==> config.mk <==
export PLATFORM = sky130hd
export DESIGN_NAME = sys_mem_ctrl
export DESIGN_NICKNAME = d
export VERILOG_FILES = /design/src/rtl/sys_mem_ctrl_pkg.sv /design/src/rtl/sys_mem_ctrl_wait_timer.sv /design/src/rtl/sys_mem_ctrl.sv
export SDC_FILE = /design/constraint.sdc
export NUM_CORES = 1
export LEC_CHECK = 0
export CAP_MARGIN = 20
export CORE_ASPECT_RATIO = 1.2
export CORE_MARGIN = 2
export CORE_UTILIZATION = 30
export CTS_CLUSTER_DIAMETER = 80
export DETAILED_ROUTE_END_ITERATION = 10
export PLACE_DENSITY = 0.56
export SLEW_MARGIN = 20
export SYNTH_ARGS = -nofsm -noshare
export SYNTH_HDL_FRONTEND = slang
export SYNTH_SLANG_ARGS = --single-unit
export TNS_END_PERCENT = 20
==> constraint.sdc <==
create_clock -name clock -period 3 [get_ports clock]
set_clock_uncertainty 0.2 [all_clocks]
set_input_delay 0.6 -clock clock [delete_from_list [all_inputs] [get_ports clock]]
set_output_delay 0.6 -clock clock [all_outputs]
set_load 0.03 [all_outputs]
==> src/rtl/sys_mem_ctrl_pkg.sv <==
// Shared system-bus constants and types for the cache/memory-controller pair.
package sys_mem_ctrl_pkg;

    // Request direction encodings on SysRW
    localparam logic RW_READ  = 1'b1;
    localparam logic RW_WRITE = 1'b0;

    // Default geometry and timing
    localparam int unsigned WAITSTATE_DEF = 2;
    localparam int unsigned OFS_DEF       = 4;
    localparam int unsigned MEM_AW_DEF    = 30;

    // Bus and counter widths
    localparam int unsigned SYS_AW  = 32;
    localparam int unsigned SYS_DW  = 32;
    localparam int unsigned WADDR_W = SYS_AW - 2;
    localparam int unsigned WCNT_W  = 2;

    // Controller state encodings
    localparam logic [1:0] ST_IDLE = 2'd0;
    localparam logic [1:0] ST_WAIT = 2'd1;
    localparam logic [1:0] ST_ACK  = 2'd2;
    localparam logic [1:0] ST_DONE = 2'd3;

    // Request captured in IDLE and held for the whole transaction
    typedef struct packed {
        logic               rw;
        logic [WADDR_W-1:0] waddr;
        logic [SYS_DW-1:0]  wdata;
    } sys_req_t;

    // Words per cache line for a given offset width
    function automatic int unsigned line_words(input int unsigned ofs);
        return 32'd1 << ofs;
    endfunction

endpackage

==> src/rtl/sys_mem_ctrl_wait_timer.sv <==
// Loadable wait-state down-counter; flags the last wait cycle when it reaches zero.
module sys_mem_ctrl_wait_timer
    import sys_mem_ctrl_pkg::*;
(
    input  logic              clk_i,
    input  logic              rst_n_i,
    input  logic              load_i,
    input  logic [WCNT_W-1:0] load_val_i,
    input  logic              dec_i,
    output logic              last_c_o
);

    logic [WCNT_W-1:0] cnt_q;
    logic [WCNT_W-1:0] cnt_d;

    // Reload per beat, count down while waiting, saturate at zero
    always_comb begin
        cnt_d = cnt_q;
        if (load_i) begin
            cnt_d = load_val_i;
        end else if (dec_i && (cnt_q != '0)) begin
            cnt_d = cnt_q - WCNT_W'(1);
        end
    end

    // Counter register with synchronous active-low reset
    always_ff @(posedge clk_i) begin
        if (!rst_n_i) begin
            cnt_q <= '0;
        end else begin
            cnt_q <= cnt_d;
        end
    end

    assign last_c_o = (cnt_q == '0);

endmodule

==> src/rtl/sys_mem_ctrl.sv <==
// System-bus responder: 16-beat line fills and single-word write-through stores
// against a synchronous single-port SRAM, with programmable wait states.
module sys_mem_ctrl
    import sys_mem_ctrl_pkg::*;
#(
    parameter int unsigned WAITSTATE = WAITSTATE_DEF,
    parameter int unsigned OFS       = OFS_DEF,
    parameter int unsigned MEM_AW    = MEM_AW_DEF
) (
    input  logic              clock,
    input  logic              reset,
    input  logic              SysStrobe,
    input  logic              SysRW,
    input  logic [SYS_AW-1:0] SysAddress,
    input  logic [SYS_DW-1:0] SysData_in,
    output logic [SYS_DW-1:0] SysData_out,
    output logic              SysAck,
    output logic              SysReady,
    output logic [MEM_AW-1:0] mem_addr,
    output logic              mem_rd,
    output logic              mem_wr,
    output logic [SYS_DW-1:0] mem_wdata,
    input  logic [SYS_DW-1:0] mem_rdata
);

    localparam logic [OFS-1:0]     BEAT_LAST = OFS'(line_words(OFS) - 1);
    localparam logic [WADDR_W-1:0] LINE_MASK = WADDR_W'(line_words(OFS) - 1);
    localparam logic [WCNT_W-1:0]  WAIT_LOAD = WCNT_W'(WAITSTATE - 1);

    logic [1:0]        state_q,     state_d;
    sys_req_t          req_q,       req_d;
    logic [OFS-1:0]    beat_q,      beat_d;
    logic              ack_q,       ack_d;
    logic              ready_q,     ready_d;
    logic              mem_rd_q,    mem_rd_d;
    logic              mem_wr_q,    mem_wr_d;
    logic [MEM_AW-1:0] mem_addr_q,  mem_addr_d;
    logic [SYS_DW-1:0] mem_wdata_q, mem_wdata_d;

    logic tmr_load_c;
    logic tmr_dec_c;
    logic tmr_last_c;

    // Byte-lane bits of the address carry no meaning on a word bus
    logic unused_addr_lsb;
    assign unused_addr_lsb = ^SysAddress[1:0];

    sys_mem_ctrl_wait_timer u_wait_timer (
        .clk_i      (clock),
        .rst_n_i    (reset),
        .load_i     (tmr_load_c),
        .load_val_i (WAIT_LOAD),
        .dec_i      (tmr_dec_c),
        .last_c_o   (tmr_last_c)
    );

    // Next-state and registered-output decode
    always_comb begin
        state_d     = state_q;
        req_d       = req_q;
        beat_d      = beat_q;
        ack_d       = 1'b0;
        ready_d     = 1'b0;
        mem_rd_d    = 1'b0;
        mem_wr_d    = 1'b0;
        mem_addr_d  = mem_addr_q;
        mem_wdata_d = mem_wdata_q;
        tmr_load_c  = 1'b0;
        tmr_dec_c   = 1'b0;

        case (state_q)
            ST_IDLE: begin
                if (SysStrobe) begin
                    req_d.rw    = SysRW;
                    req_d.waddr = (SysRW == RW_WRITE) ? SysAddress[SYS_AW-1:2]
                                                      : (SysAddress[SYS_AW-1:2] & ~LINE_MASK);
                    req_d.wdata = SysData_in;
                    beat_d      = '0;
                    tmr_load_c  = 1'b1;
                    state_d     = ST_WAIT;
                end
            end
            ST_WAIT: begin
                if (tmr_last_c) begin
                    if (req_q.rw == RW_READ) begin
                        mem_rd_d   = 1'b1;
                        mem_addr_d = MEM_AW'(req_q.waddr + WADDR_W'(beat_q));
                        state_d    = ST_ACK;
                    end else begin
                        mem_wr_d    = 1'b1;
                        mem_addr_d  = MEM_AW'(req_q.waddr);
                        mem_wdata_d = req_q.wdata;
                        state_d     = ST_DONE;
                    end
                end else begin
                    tmr_dec_c = 1'b1;
                end
            end
            ST_ACK: begin
                ack_d = 1'b1;
                if (beat_q == BEAT_LAST) begin
                    state_d = ST_DONE;
                end else begin
                    beat_d     = beat_q + OFS'(1);
                    tmr_load_c = 1'b1;
                    state_d    = ST_WAIT;
                end
            end
            ST_DONE: begin
                ready_d = 1'b1;
                state_d = ST_IDLE;
            end
            default: begin
                state_d = ST_IDLE;
            end
        endcase
    end

    // State and output registers; reset abandons any transaction in flight
    always_ff @(posedge clock) begin
        if (!reset) begin
            state_q     <= ST_IDLE;
            req_q       <= '0;
            beat_q      <= '0;
            ack_q       <= 1'b0;
            ready_q     <= 1'b0;
            mem_rd_q    <= 1'b0;
            mem_wr_q    <= 1'b0;
            mem_addr_q  <= '0;
            mem_wdata_q <= '0;
        end else begin
            state_q     <= state_d;
            req_q       <= req_d;
            beat_q      <= beat_d;
            ack_q       <= ack_d;
            ready_q     <= ready_d;
            mem_rd_q    <= mem_rd_d;
            mem_wr_q    <= mem_wr_d;
            mem_addr_q  <= mem_addr_d;
            mem_wdata_q <= mem_wdata_d;
        end
    end

    // Read data is the SRAM output register itself, gated to the ack cycle
    assign SysData_out = ack_q ? mem_rdata : '0;
    assign SysAck      = ack_q;
    assign SysReady    = ready_q;
    assign mem_rd      = mem_rd_q;
    assign mem_wr      = mem_wr_q;
    assign mem_addr    = mem_addr_q;
    assign mem_wdata   = mem_wdata_q;

endmodule

Yosys cells after proc, flatten, opt, wreduce, memory -nomap -nowiden
Cells that the tools add are included.
Widths: inputs -> output; s select.
{"block": "op_classes", "n_addsub": 3, "n_eq_ne": 7, "n_mux": 22, "n_bitwise": 2, "reduce_logical": 13}
{"cell": "$mux 32", "count": 1}
{"cell": "$add 30x4->30", "count": 1}
{"cell": "$mux 30", "count": 1}
{"cell": "$mux 4", "count": 3}
{"cell": "$mux 1", "count": 11}
{"cell": "$reduce_and 3->1", "count": 3}
{"cell": "$pmux 2 s4", "count": 1}
{"cell": "$pmux 4 s2", "count": 1}
{"cell": "$mux 2", "count": 3}
{"cell": "$ne 2x2->1 const B", "count": 3}
{"cell": "$reduce_and 2->1", "count": 3}
{"cell": "$reduce_bool 2->1", "count": 3}
{"cell": "$add 4x1->4 const B", "count": 1}
{"cell": "$eq 2x2->1 const B", "count": 2}
{"cell": "$eq 4x4->1 const B", "count": 1}
{"cell": "$logic_not 2->1", "count": 2}
{"cell": "$eq 2x1->1 const B", "count": 1}
{"cell": "$not 1->1", "count": 2}
{"cell": "$pmux 1 s2", "count": 1}
{"cell": "$reduce_or 2->1", "count": 1}
{"cell": "$sub 2x1->2 const B", "count": 1}
{"cell": "$logic_and 1x1->1", "count": 1}
{"block": "totals", "reg_bits": 137, "inputBits": 100, "out_inout_bits": 98, "word_cells": 60}

Longest topological paths before layout
Gate-level depths: netlist (run 1).
{"block": "logic_depth", "ltp_word": 6, "ltp_mapped": 8, "depth_no_buf": 7}

Modules after synthesis
A second synthesis (run 1) with hierarchy kept.
{"block": "unflattened", "cells_unflattened": 708, "area_unflattened_um2": 5644.2}
{"module": "sys_mem_ctrl", "n_inst": 1, "cells_each": 694, "area_per_inst_um2": 5521.5, "seq_area_each_um2": 2702.6}
{"module": "sys_mem_ctrl_wait_timer", "n_inst": 1, "cells_each": 14, "area_per_inst_um2": 122.6, "seq_area_each_um2": 40.0}

Least setup slack after synthesis (run 1)
Ideal clock, no wire load.
{"block": "synth_timing", "path_type": "flip-flop to flip-flop", "from": "reg beat_q[3]", "to": "reg mem_addr_q[29], in the netlist mem_addr[29]", "setup_ps": 74, "arrival_time_ps": 1843, "required_time_ps": 2726, "path_slack_ps": 883, "stages_incl_launch_ff": 8, "path_buffers": 1, "period_less_slack_ps": 2117, "path_cell_list": "dfxtp_1 > ha_1 > a21oi_1 > nor2b_1 > clkbuf_1 > o211ai_4 > or4_1 > a31oi_1"}
{"block": "synth_between", "elab_chain_len": 2}
{"item": "start: declaration", "line": "sys_mem_ctrl.sv:32", "rtl": "logic [OFS-1:0] beat_q, beat_d;"}
{"item": "start signal: assignment", "line": "sys_mem_ctrl.sv:134", "rtl": "beat_q <= beat_d;"}
{"item": "$add 30x4->30", "line": "sys_mem_ctrl.sv:87", "rtl": "mem_addr_d = MEM_AW'(req_q.waddr + WADDR_W'(beat_q));"}
{"item": "$mux 30", "line": "sys_mem_ctrl.sv:85", "rtl": "if (req_q.rw == RW_READ) begin"}
{"item": "end signal: assignment", "line": "sys_mem_ctrl.sv:139", "rtl": "mem_addr_q <= mem_addr_d;"}
{"item": "end: declaration", "line": "sys_mem_ctrl.sv:37", "rtl": "logic [MEM_AW-1:0] mem_addr_q, mem_addr_d;"}
No other way between the ends.
A chain may end at the register's enable or synchronous reset.

Final worst setup path (run 1)
{"block": "layout_timing", "from": "in mem_rdata[10]", "to": "out SysData_out[10]"}
{"block": "layout_between", "elab_chain_len": 1}
{"item": "start: declaration", "line": "sys_mem_ctrl.sv:23", "rtl": "input logic [SYS_DW-1:0] mem_rdata"}
{"item": "$mux 32", "line": "sys_mem_ctrl.sv:145", "rtl": "assign SysData_out = ack_q ? mem_rdata : '0;"}
{"item": "end: declaration", "line": "sys_mem_ctrl.sv:16", "rtl": "output logic [SYS_DW-1:0] SysData_out,"}
No other way between the ends.

==> out/qor.txt, run 1 <==
Clock root cell: sky130_fd_sc_hd__clkbuf_16
Peak fanout along the critical path: 1
Count of fill cells added during filler insertion: 1840
Hold Startpoint: req_q[16]
R2r worst-path depth: 6
I/O pin total: 198
Critical register-to-register path endpoint: mem_addr[29]
Initial antenna violation count: 2
Status: complete, no violations
Gp weighted congestion: 0.739
Wire length after detailed routing: 16.0 mm
Syn Inst Count: 703
Count of endpoints failing hold in the final timing report: 0
Proportion of synthesized chip area in sequential cells: 0.489
Overall die width: 129 um
Leading cell type in the layout, fill and taps excluded: sky130_fd_sc_hd__nand2_1
Detailed-route via count: 5223
Layout-stage area growth over the synthesis result: 48.9%
Initial cell density of the core: 0.307
Setup Slack @ Placement: 337 ps
Post-DR wirelength/cell: 14.3 um
Min Tclk post-route: 2650 ps
Grt total ovfl: 0
Data arrival time at the worst-slack endpoint: 1850 ps
Fraction of layout instances using a drive strength above 1: 0.0548
Syn_area_per_cell: 7.98 sq um
Clock buffers created by TritonCTS: 17
Net total in the final layout: 989
Die Area: 19800 sq um
Post-route insts no fill: 1119
Worst-case vdd ir drop: 377 uV
Largest cells by area after synthesis: sky130_fd_sc_hd__dfxtp_1 49%, sky130_fd_sc_hd__nand2_1 14%, sky130_fd_sc_hd__a21oi_1 11%
Clock H-tree levels: 4
TritonCTS clock tree: built
Most frequent cells in the layout: 202 x sky130_fd_sc_hd__nand2_1, 195 x sky130_fd_sc_hd__clkdlybuf4s50_1, 137 x sky130_fd_sc_hd__dfxtp_1
Startpoint of the lowest-slack register-to-register path: beat_q[1]
Core region area: 18200 sq um
Count of hold buffers inserted by post-cts repair: 0
Vias in the first global route: 5112
Total nets after synthesis: 810
Leakage power total: 2.99 nW
Number of DRC violations after detailed routing: 0
Fmax: 377 MHz
Hold-critical path endpoint: mem_wdata[16]
Vert. Die Dim: 154 um
Max Cap Viol: 0
Number of setup buffers added after CTS: 0
Instance count along the most critical hold path: 2
Reg area: 2740 sq um
Floorplan row count: 54
Seq cells post-synth: 137
Post-route worst setup slack: 349 ps
Placed instance area: 7790 sq um
Clk pin slew, worst setup/hold paths: 60 ps
Footprint of the multi-input gates: 2670 sq um
Placed wire-length estimate: 10.9 mm
Setup_tns: 0 ps
Ys Warns: 0
Hold/Removal Path Class: reg -> reg
Detailed-route vias per instance: 4.67
Final number of setup-violating endpoints: 0
Number of nets still failing antenna checks after routing: 0
Gates resized, CTS repair: 0
Global Route Usage Sum: 0.166
Critical path class: in -> out
Fraction of the core area covered by cells at the end of the flow: 0.458
Most instantiated flip-flop cell in the synthesis netlist: sky130_fd_sc_hd__dfxtp_1
Ratio of total power to cell area: 579 nW/um^2
Synth Cell Area: 5610 sq um
Biggest area consumer among synthesized cells: sky130_fd_sc_hd__dfxtp_1
Max-slew violation total from the final report: 0
Fraction of registers with async set or reset after synthesis: 0
Count of distinct cell types in the synthesized netlist: 39
Share of the clock period used by the worst path after layout: 0.884
Final std cell area, no fill: 8350 sq um
Number of clock sinks: 137
Maximum number of pins on one net before global-route repair: 69
Crit path capture type: primary output
Area share of the largest cell type after synthesis: 0.489
Detailed Routing Iterations Pass 1: 4
Count of flip-flops with a built-in enable after synthesis: 0
Iteration-0 DRC Markers: 239
Clock Tree Buf Depth: 2
Slack of the worst reg-to-reg path: 560 ps
Required @ worst endpoint: 2200 ps
Latest clock arrival within the worst-skew pair: 410 ps
Placed cell count: 1087
Relative slew slack: 0.570
Setup repair after global routing missed its margin: no
Critical Path Start Type: input port
Tightest Pin Transition: 645 ps
First-pass GRT wire length: 26.1 mm
Input/output buffers: 195
[state kept, by name (all words and copies together), names as in the netlist]
signal	count
mem_rd	1
u_wait_timer.cnt_q	2
mem_addr	30
SysAck	1
mem_wdata	32
state_q	2
mem_wr	1
req_q	63
beat_q	4
SysReady	1
[worst max path at each step]
stage	cells past startpoint	from	end	slack (ps)
after detailed placement	3	mem_rdata[6]	SysData_out[6]	340
final	3	mem_rdata[10]	SysData_out[10]	350
after floorplan	7	beat_q[3]	mem_addr[29]	880
after CTS	3	mem_rdata[6]	SysData_out[6]	340
after global placement	7	beat_q[0]	mem_addr[28]	330
after global routing	3	SysAck	SysData_out[18]	240
[power by group]
group	switching [mW]	internal [mW]
combinational	0.453	0.353
clock	0.759	1.24
sequential	0.0839	1.95
[synth_stat cells, drive strengths merged, types with 6 or more instances]
master and n:
nand2 203, dfxtp 137, a21oi 119, clkbuf 44
and2 33, o21ai 30, nor2 22, xor2 22
nand4 9, and3 7, o211ai 7, a211oi 6
ha 6
[final cells by class]
cell class / instances / share of cell area
clock buffers: 23 / 0.0548
diodes: 1 / 0.000300
inverters: 5 / 0.00240
repair buffers: 209 / 0.249
multi-input cells: 512 / 0.319
well taps: 224 / 0.0336
clock inverters: 8 / 0.0115
flip-flops and latches: 137 / 0.328
[worst max-delay path, cell delays in order]
cell and delay, ps:
sky130_fd_sc_hd__clkdlybuf4s50_1 470, sky130_fd_sc_hd__and2_1 120, sky130_fd_sc_hd__clkdlybuf4s50_1 660
[logic make-up (layout without fill, tap and decap cells)]
group                      after synthesis  count (layout)  share of synthesized area
and+or+nand+nor                        301             301                      0.239
adders and majority gates                7               7                     0.0170
DFF                                    137             137                      0.489
buffers and inverters                   54             245                     0.0379
other                                    0               1                          0
AOI/OAI and AO/OA                      174             174                      0.169
muxes                                    3               3                    0.00536
xor gates and xnor gates                27              27                     0.0422
[metrics by stage]
step | hold WS [ps] | power [mW]
final | 250 | 4.84
after global routing | 268 | 5.08
after CTS | 251 | 4.90
after detailed placement | 242 | 2.89
after global placement | 237 | 2.88
after floorplan | 232 | 2.50
[layer usage]
metal | wire length (um) | global-route usage | vias up
li1 | - | - | 2706
met2 | 7650 | 0.269 | 119
met3 | 972 | 0.0564 | 28
met1 | 7040 | 0.200 | 2368
met4 | 373 | 0.0678 | 2
met5 | 16 | 0 | -
(Power assumes the default switching activity.)
==> run 2: changes to the inputs <==
- CORE_UTILIZATION: 30 -> 45
- PLACE_DENSITY: 0.56 -> 0.79
==> run 2 against run 1 <==
  * Worst setup slack worse by 29 ps
  * Clock power grew 14%
  * Critical path depth stayed put
  * Combinational power barely moved
  * Die area fell by 32%
  * Design area up 0.36%
  * Total power increased by 6.2%
  * Sequential share of layout area fell by 0.10 points
  * Sequential cell count unchanged
  * Largest power group is now the clock network
  * Highest routed layer is now met4
==> out/qor.txt, run 2 (synthesis results as in run 1) <==
Number of DRC violations after detailed routing: 0
Die Area: 13400 sq um
Dominant cell type by count on the critical path: sky130_fd_sc_hd__clkdlybuf4s50_1
Min Tclk post-route: 2680 ps
Count of fill cells added during filler insertion: 963
Net total in the final layout: 988
Latest clock arrival within the worst-skew pair: 410 ps
Global Route Usage Sum: 0.230
CP max stage cell: sky130_fd_sc_hd__clkdlybuf4s50_1
Vert. Die Dim: 126 um
Critical Path Start Type: input port
Fraction of layout instances using a drive strength above 1: 0.0594
Floorplan row count: 44
Seq pwr share: 0.398
Portion of total power attributed to the clock network: 0.446
Crit path capture type: primary output
Wire length after detailed routing: 15.1 mm
Instance count along the most critical hold path: 2
Relative slew slack: 0.419
Slowest cell delay on critical path: 680 ps
Core region area: 12100 sq um
Clock H-tree levels: 4
Grt total ovfl: 0
Post-route worst setup slack: 320 ps
Clock root cell: sky130_fd_sc_hd__clkbuf_16
Number of flip-flops in the largest register: 63
Hold-critical path endpoint: mem_wdata[1]
Initial antenna violation count: 0
Leakage power total: 3.04 nW
Worst path cell trace: clkdlybuf4s50_1, and2_1, clkdlybuf4s50_1
Clock Tree Buf Depth: 2
Input/output buffers: 195
Required @ worst endpoint: 2200 ps
Leading cell type in the layout, fill and taps excluded: sky130_fd_sc_hd__nand2_1
Share of the clock period used by the worst path after layout: 0.893
Worst setup path startpoint: mem_rdata[16]
Internal: 3.85 mW
Fmax: 373 MHz
Tightest Pin Transition: 868 ps
Proportion of total power due to net switching: 0.251
First-pass GRT wire length: 25.0 mm
Hold Startpoint: req_q[1]
Count of endpoints failing hold in the final timing report: 0
Final number of setup-violating endpoints: 0
Diodes inserted: 0
Placed wire-length estimate: 10.6 mm
Initial cell density of the core: 0.463
Vias in the first global route: 5271
Clk pin slew, worst setup/hold paths: 60 ps
Setup Slack @ Placement: 323 ps
Slack of the worst reg-to-reg path: 500 ps
Maximum number of pins on one net before global-route repair: 62
Iteration-0 DRC Markers: 222
Clock buffers created by TritonCTS: 17
Hold/Removal Path Class: reg -> reg
R2r worst-path depth: 7
Count of hold buffers inserted by post-cts repair: 0
Data arrival time at the worst-slack endpoint: 1880 ps
Share of total power in combinational logic: 0.157
Critical path class: in -> out
Startpoint of the lowest-slack register-to-register path: beat_q[0]
Status: complete, no violations
TritonCTS clock tree: built
Critical register-to-register path endpoint: mem_addr[28]
Register with the highest flop count: req_q
Buf/Inv on CP: 2
Number of nets still failing antenna checks after routing: 0
Post-DR wirelength/cell: 14.3 um
Gp weighted congestion: 0.828
Max-slew violation total from the final report: 0
Worst-case vdd ir drop: 368 uV
Cell class contributing the biggest share of worst-path delay: buffers and inverters
Ratio of total power to cell area: 613 nW/um^2
Overall die width: 106 um
Number of setup buffers added after CTS: 0
Peak fanout along the critical path: 1
Layout-stage area growth over the synthesis result: 49.5%
Gates resized, CTS repair: 0
Detailed-route via count: 5476
I/O pin total: 198
Detailed Routing Iterations Pass 1: 5
Setup repair after global routing missed its margin: no
Detailed-route vias per instance: 5.20
Setup_tns: 0 ps
Max Cap Viol: 0
Switching power summed over all nets: 1.29 mW
Fraction of the core area covered by cells at the end of the flow: 0.692
Number of clock sinks: 137
Most frequent cells in the layout: 202 x sky130_fd_sc_hd__nand2_1, 195 x sky130_fd_sc_hd__clkdlybuf4s50_1, 136 x sky130_fd_sc_hd__dfxtp_1
## run 2: cell types whose count changed in the layout (fill, tap and decap cells not counted), sizes merged
cell,change
clkinv,-3
diode,-1
clkbuf,-2
clkinvlp,+2
bufinv,+3
buf,-1
## run 2: power groups by stage
stage	sequential (mW)	combinational [mW]	clock, mW
after global placement	2.07	0.786	0
after floorplan	2.18	0.323	0
after global routing	2.06	0.876	2.40
after CTS	2.04	0.810	2.32
after detailed placement	2.08	0.801	0
final	2.04	0.804	2.29
## run 2: area by class of cell
type                       instances  area [sq um]  area share
timing repair buffer             208          2090       0.249
inverter                           5          20.0     0.00239
clock buffer                      21           470      0.0561
clock inverter                    10           190      0.0227
tap                              161           201      0.0240
multi-input combinational        512          2670       0.318
sequential                       137          2740       0.327
## run 2: stage by stage
| stage | instances | total power, mW | hold slack [ps] | cell area, sq um |
|---|---|---|---|---|
| 2_1_floorplan | 703 | 2.50 | 232 | 5610 |
| 4_1_cts | 1054 | 5.17 | 253 | 8380 |
| 5_1_grt | 1054 | 5.34 | 266 | 8380 |
| 3_3_place_gp | 1023 | 2.86 | 236 | 7720 |
| 3_5_place_dp | 1023 | 2.88 | 244 | 7720 |
| 6_report | 1054 | 5.14 | 249 | 8380 |
## run 2: how the worst max path moves through the flow
stage,end,depth (start not counted)
finish,SysData_out[16],3
global route,SysData_out[16],2
CTS,SysData_out[28],2
detailed placement,SysData_out[16],3
global placement,SysData_out[16],3
floorplan,mem_addr[29],7
## run 2: worst reg2reg max path: stages, from the launching register on
cell and delay (ps):
sky130_fd_sc_hd__dfxtp_1 410, sky130_fd_sc_hd__ha_1 220, sky130_fd_sc_hd__fa_1 240, sky130_fd_sc_hd__a211oi_1 90, sky130_fd_sc_hd__nor2_1 680, sky130_fd_sc_hd__nand4_1 270
sky130_fd_sc_hd__xor2_1 190, sky130_fd_sc_hd__a21oi_1 80
## run 2: routing by layer
metal / up-vias / global-route usage / wire (um)
li1: 2709 / - / -
met1: 2561 / 0.272 / 6080
met2: 181 / 0.403 / 7800
met3: 25 / 0.0538 / 870
met4: 0 / 0.0898 / 312
met5: - / 0 / 0
==> run 3: changes to the inputs <==
- CTS_CLUSTER_SIZE: not set -> 24
==> results of run 3 <==
No change in the layout: final DEF, timing and power equal those of run 2.
